==> src/rtl/branch_pc_unit.sv <==
// rtl/branch_pc_unit.sv - PC update and branch resolution with one-cycle flush after taken branches
// Optional macro BRANCH_STATS_EN adds saturating branch/taken counters.
module branch_pc_unit #(
   parameter int               PC_W     = 32,
   parameter logic [PC_W-1:0]  RESET_PC = '0
) (
   input  logic            clk,
   input  logic            rst,
   input  logic            stall,
   input  logic [1:0]      alu_sign,
   input  logic            alu_cout,
   input  logic            flag_we,
   input  logic            br_valid,
   input  logic [2:0]      br_op,
   input  logic [PC_W-1:0] br_target,
   output logic [PC_W-1:0] pc,
   output logic [PC_W-1:0] pc_plus4,
   output logic            taken,
   output logic            link_we,
   output logic [PC_W-1:0] link_addr,
   output logic            flush
`ifdef BRANCH_STATS_EN
   ,
   output logic [15:0]     br_cnt,
   output logic [15:0]     taken_cnt
`endif
);

   typedef enum logic {RUN, REDIRECT} state_t;

   state_t state;
   logic   cy_q;
   logic   cond;

   always_comb begin
      cond = 1'b0;
      case (br_op)
         3'b000:  cond = 1'b1;
         3'b001:  cond = 1'b1;
         3'b010:  cond = alu_sign[1];
         3'b011:  cond = ~alu_sign[1];
         3'b100:  cond = alu_sign[0];
         3'b101:  cond = 1'b1;
         3'b110:  cond = cy_q;
         3'b111:  cond = ~cy_q;
         default: cond = 1'b0;
      endcase
   end

   assign pc_plus4  = pc + PC_W'(4);
   assign link_addr = pc_plus4;
   assign taken     = br_valid & (state == RUN) & cond;
   assign link_we   = br_valid & (br_op == 3'b101) & (state == RUN) & ~stall;

   // flush mirrors the REDIRECT state but is kept as its own register output
   always_ff @(posedge clk or posedge rst) begin
      if (rst) begin
         pc    <= RESET_PC;
         state <= RUN;
         cy_q  <= 1'b0;
         flush <= 1'b0;
      end else if (!stall) begin
         case (state)
            RUN: begin
               if (flag_we)
                  cy_q <= alu_cout;
               if (taken) begin
                  pc    <= {br_target[PC_W-1:2], 2'b00};
                  state <= REDIRECT;
                  flush <= 1'b1;
               end else begin
                  pc <= pc_plus4;
               end
            end
            REDIRECT: begin
               pc    <= pc_plus4;
               state <= RUN;
               flush <= 1'b0;
            end
            default: begin
               state <= RUN;
               flush <= 1'b0;
            end
         endcase
      end
   end

`ifdef BRANCH_STATS_EN
   always_ff @(posedge clk or posedge rst) begin
      if (rst) begin
         br_cnt    <= 16'h0000;
         taken_cnt <= 16'h0000;
      end else if (!stall && state == RUN) begin
         if (br_valid && br_cnt != 16'hFFFF)
            br_cnt <= br_cnt + 16'h0001;
         if (taken && taken_cnt != 16'hFFFF)
            taken_cnt <= taken_cnt + 16'h0001;
      end
   end
`endif

endmodule
==> config.mk <==
export PLATFORM = sky130hd
export DESIGN_NAME = branch_pc_unit
export DESIGN_NICKNAME = d
export VERILOG_FILES = /design/src/rtl/branch_pc_unit.sv
export SDC_FILE = /design/constraint.sdc
export NUM_CORES = 1
export LEC_CHECK = 0
export ABC_AREA = 1
export CORE_MARGIN = 2
export CORE_UTILIZATION = 60
export DETAILED_ROUTE_END_ITERATION = 10
export DONT_BUFFER_PORTS = 1
export PLACE_DENSITY = 0.84
export SLEW_MARGIN = 20
export SYNTH_ARGS = -nofsm -noshare
export SYNTH_HDL_FRONTEND = slang
export SYNTH_SLANG_ARGS = --single-unit
export TNS_END_PERCENT = 10
==> constraint.sdc <==
create_clock -name clk -period 2.1 [get_ports clk]
set_input_delay 0.42 -clock clk [delete_from_list [all_inputs] [get_ports clk]]
set_output_delay 0.42 -clock clk [all_outputs]
set_load 0.005 [all_outputs]
* Yosys cells after proc, flatten, opt, wreduce, memory -nomap -nowiden *
Index checks and enable logic that the tools add are counted.

operators by class
  reductions and logical operators = 4
  bitwise operators = 9
  muxes and demuxes = 7
  equal/unequal tests = 8
  add/subtract/negate cells = 1

operators with widths
  kind                     count
  $pmux W32 S2             1
  $add A32 B3 Y32 const B  1
  $mux W32                 1
  $eq A3 B3 Y1 const B     4
  $eq A3 B2 Y1 const B     2
  $pmux W1 S6              1
  $and A1 B1 Y1            5
  $not A1 Y1               4
  $pmux W1 S2              2
  $eq A3 B1 Y1 const B     1
  $logic_not A3 Y1         1
  $reduce_and A3 Y1        1
  $reduce_or A3 Y1         1
  $mux W1                  2
  $ne A2 B2 Y1 const B     1
  $reduce_and A2 Y1        1

word-level totals
  output and inout port bits = 99
  register bits = 35
  word-level logic and storage cells = 33
  input port bits = 43

* Longest topological paths before layout *
  depth in word-level cells = 6
  gate-level depth with buffers = 10
  gate-level depth less buffers = 10

* Worst setup path after synthesis *
No wires, ideal clock.

  path type = register to output
  start point = register pc[2]
  end point = output pc_plus4[28]
  required time = 1.680 ns
  cell stages (with the launch flop) = 10
  buffers on the path = 1
  arrival time = 1.532 ns
  setup slack = 0.148 ns
  cell sequence = dfrtp_1 -> ha_1 -> nand2_2 -> nor2_2 -> nand2_1 -> inv_1 -> nand2_1 -> nand2_1 -> nand2_1 -> buf_4

between the ends
  cells in the longest elaborated chain, start to end = 1

RTL lines
  item                      line  RTL
  start: declaration        16    output logic [PC_W-1:0] pc,
  start signal: assignment  68    pc <= {br_target[PC_W-1:2], 2'b00};
  start signal: assignment  72    pc <= pc_plus4;
  start signal: assignment  76    pc <= pc_plus4;
  $add A32 B3 Y32           50    assign pc_plus4 = pc + PC_W'(4);
  end: declaration          17    output logic [PC_W-1:0] pc_plus4,

Every way passes these cells.

* Worst setup path in the final report *
  start point = register pc[3]
  end point = output pc_plus4[18]

Same word-level chain as after synthesis.

==> impl_results.md <==
- Number of top-level pins: 142
- Required time of the critical path: 1680 ps
- Full die area: 5520 um^2
- DRT met1 WL: 3120 um
- Top layer in use: met4
- Clock Pin Slew Worst Setup and Hold Paths: 70 ps
- Kind of capture point of the worst setup path: output port
- Std-Cell Core Area: 4750 um^2
- CTS H-tree lvls: 2
- Yosys warns: 0
- Antenna violations before repair: 0
- Result of the run: finished clean
- Critical Path Max Stage Delay: 430 ps
- Buffer and inverter count on the worst path: 0
- Adder-Cell Fraction of Synth Area: 0.422%
- Starting Density: 62.3%
- Placed cell area: 2800 um^2
- Final Total Pwr: 2.45 mW
- Max Clk Rate: 485 MHz
- Number of enable flip-flop cells after synthesis: 0
- Fin util: 63.7%
- Area fraction in compound gates after synthesis: 1.27%
- Buffer depth of the longest clock path: 2
- Total of flip-flops plus latches after synthesis: 33
- Die height: 74.3 um
- Total global routing track utilization: 30.6%
- Total wire length: 8000 um
- Met3 routed WL: 724 um
- Number of distinct library cells after synthesis: 24
- Total via count after detailed routing: 2924
- Max-slew violation total from the final report: 0
- Worst hold-check path type: primary input to asynchronous set/reset pin
- Global route overflow: 0
- Master cell of the clock root buffer: clkbuf_8
- Worst rel slew slack: 45.0%
- Port buffer count: 0
- Final period demand of the worst path: 2060 ps
- Post-route design area: 3030 um^2
- Non-filler instance count after layout: 520
- Critical R2R Launch: cy_q$_DFFE_PP0P_
- Peak supply drop: 478 uV
- Initial DRT Pass Iterations: 4
- Number of hold-slack violations in the final timing report: 0
- Kind of start point of the critical path: flip-flop
- CTS tree: done
- Post-detailed-route DRC marker count: 0
- Post-Synth XOR/XNOR Area: 2.62%
- Combinational family with the most area after synthesis: simple AND/OR/NAND/NOR gates
- Antenna cell count: 0
- Final critical-path share of the clock period: 98.2%
- CTS Sinks: 33
- Via count of the first global-routing pass: 2783
- Worst setup path class: flip-flop to output port
- Number of failing setup endpoints in the final timing report: 0
- Synthesized area per cell: 6.15 um^2
- Number of nets in the finished design: 497
- Wire length of the first global-routing pass: 13100 um
- Total CTS buffers: 5
- RSZ-0062 raised after global routing: yes
- Areal power density over the cells: 810 nW/um^2
- Hpwl dp: 5860 um
- Cell Count Post-Placement: 511
- Clock latency at the later pin of the worst-skew pair: 300 ps
- Arrival time of data at the critical path endpoint: 1640 ps
- Gate Count Post-Synth: 482
- Detailed Route Iter0 Violations: 312
- Sequential share of the synthesized area: 27.9%
- Overall die width: 74.3 um
- Commonest register cell after synthesis: dfrtp_1
- Maximum number of pins on one net before global-route repair: 38
- Crit path launch: pc[3]$_DFFE_PP0N_
- Multiplexer share of the synthesized area: 0%
- Fin Clk Skew: 7.11 ps
- Layout-stage area growth over the synthesis result: 2.15%
- Transition time at the pin with the least slew margin: 825 ps
- Lkg Pwr: 1.37 nW
- Mean number of vias per cell: 5.62
- Fraction of synthesis flops using an asynchronous set or reset pin: 100%
- Wire length per cell after detailed routing: 15.4 um
- Fill cell instance count of the final layout: 424
- Weighted congestion at the end of routability-driven global placement: 0.933
- Fraction of layout instances using a drive strength above 1: 16.1%
- Number of nets with antenna violations after routing: 0
- Cell Area, Synth: 2960 um^2
- Critical-path top delay cell: dfrtp_2
- Met2 wire len: 3980 um
- Maxcap violations: 0
- Peak fanout along the critical path: 5
- Sequence of cells on the critical path: ha_4, nand2_2, nor2_4, nand2_2, nor2_4, xor2_2
- Post-Synth Simple-Gate Area: 49.7%
- CP top delay family: simple AND/OR/NAND/NOR gates
- Number of placement rows: 25
## flip-flops by register name, indices dropped and copies added, names as in the netlist
name / count
state: 1
flush: 1
pc: 30
cy_q: 1
## routing by layer
metal | track usage (%) | vias to the layer above
met2 | 48.8 | 144
li1 | - | 1430
met5 | 0 | -
met3 | 9.21 | 18
met4 | 12.1 | 0
met1 | 39.0 | 1332
## Yosys cell counts, drive strengths merged (2+ instances only)
master | number | area [um^2]
a21oi | 3 | 22.5
xnor2 | 3 | 26.3
clkbuf | 5 | 18.8
xor2 | 5 | 51.3
buf | 49 | 339
nand4 | 37 | 231
nor2 | 50 | 238
dfrtp | 33 | 826
nand2 | 188 | 713
nand3b | 2 | 15.0
o21ai | 3 | 15.0
nand3 | 54 | 270
inv | 47 | 176
## kinds of logic after synthesis
group / count (synthesis)
flip-flops: 33
AND/OR/NAND/NOR: 332
buffers and inverters: 101
adder cells (fa/ha/maj): 1
other: 1
AO/OA/AOI/OAI: 6
XOR/XNOR: 8
## final timing paths
check,slack [ps],endpoint,depth (start not counted)
min reg2reg,550,flush$_DFFE_PP0P_,2
max reg2reg,390,pc[24]$_DFFE_PP0N_,7
min,110,pc[5]$_DFFE_PP0N_,2
max,40,pc_plus4[18],6
max in group asynchronous,1650,pc[18]$_DFFE_PP0N_,2
min in group clk,260,pc[15]$_DFFE_PP0N_,2
## layout make-up
type | count | area [um^2] | area share, %
multi-input cells | 353 | 1720 | 56.7
flip-flops and latches | 33 | 852 | 28.1
inverters | 47 | 176 | 5.83
repair buffers | 13 | 114 | 3.76
clock buffers | 7 | 86.3 | 2.85
well taps | 67 | 83.8 | 2.77
## through the flow
stage                     worst slack (ps)  TNS (ps)  hold slack [ps]
after floorplan                        148         0              495
after global placement                 285         0              437
after detailed placement               266         0              443
after CTS                             26.3         0              129
after global routing                 -45.8      -426              155
final                                 37.9         0              111
## where the power goes
group          switching, mW  internal [mW]  leakage [nW]
logic                  0.563          0.282         0.932
registers              0.306          0.804         0.390
clock network          0.239          0.260        0.0443
## worst register-to-register path: stages (launching register included)
cell     delay, ps
dfrtp_1        380
inv_1           80
nand2_1         60
nand3_1         70
nand3_1        140
a21oi_2        700
nand2_1        120
nand2_1         90
## cell usage in the layout, fill, tap and decap left out, drive strengths merged
cell type / synthesis / final
clkbuf: 5 / 7
nand4: 37 / 37
o21ai: 3 / 3
inv: 47 / 47
nor2: 50 / 50
nand2: 188 / 188
nor3: 1 / 1
xnor2: 3 / 3
ha: 1 / 1
xor2: 5 / 5
buf: 49 / 13
a21oi: 3 / 3
conb: 1 / 6
nand3b: 2 / 2
dfrtp: 33 / 33
nand3: 54 / 54
## timing repair
action | 4_1_cts | 5_1_grt
gates cloned | 0 | 0
setup buffers | 0 | 2
hold buffers | 0 | 0
gates resized for setup | 4 | 40
pin swaps | 0 | 1
hold endpoints to repair | 0 | 0
endpoints found under the setup margin | 18 | 39
Power figures use the tool's default switching activity.
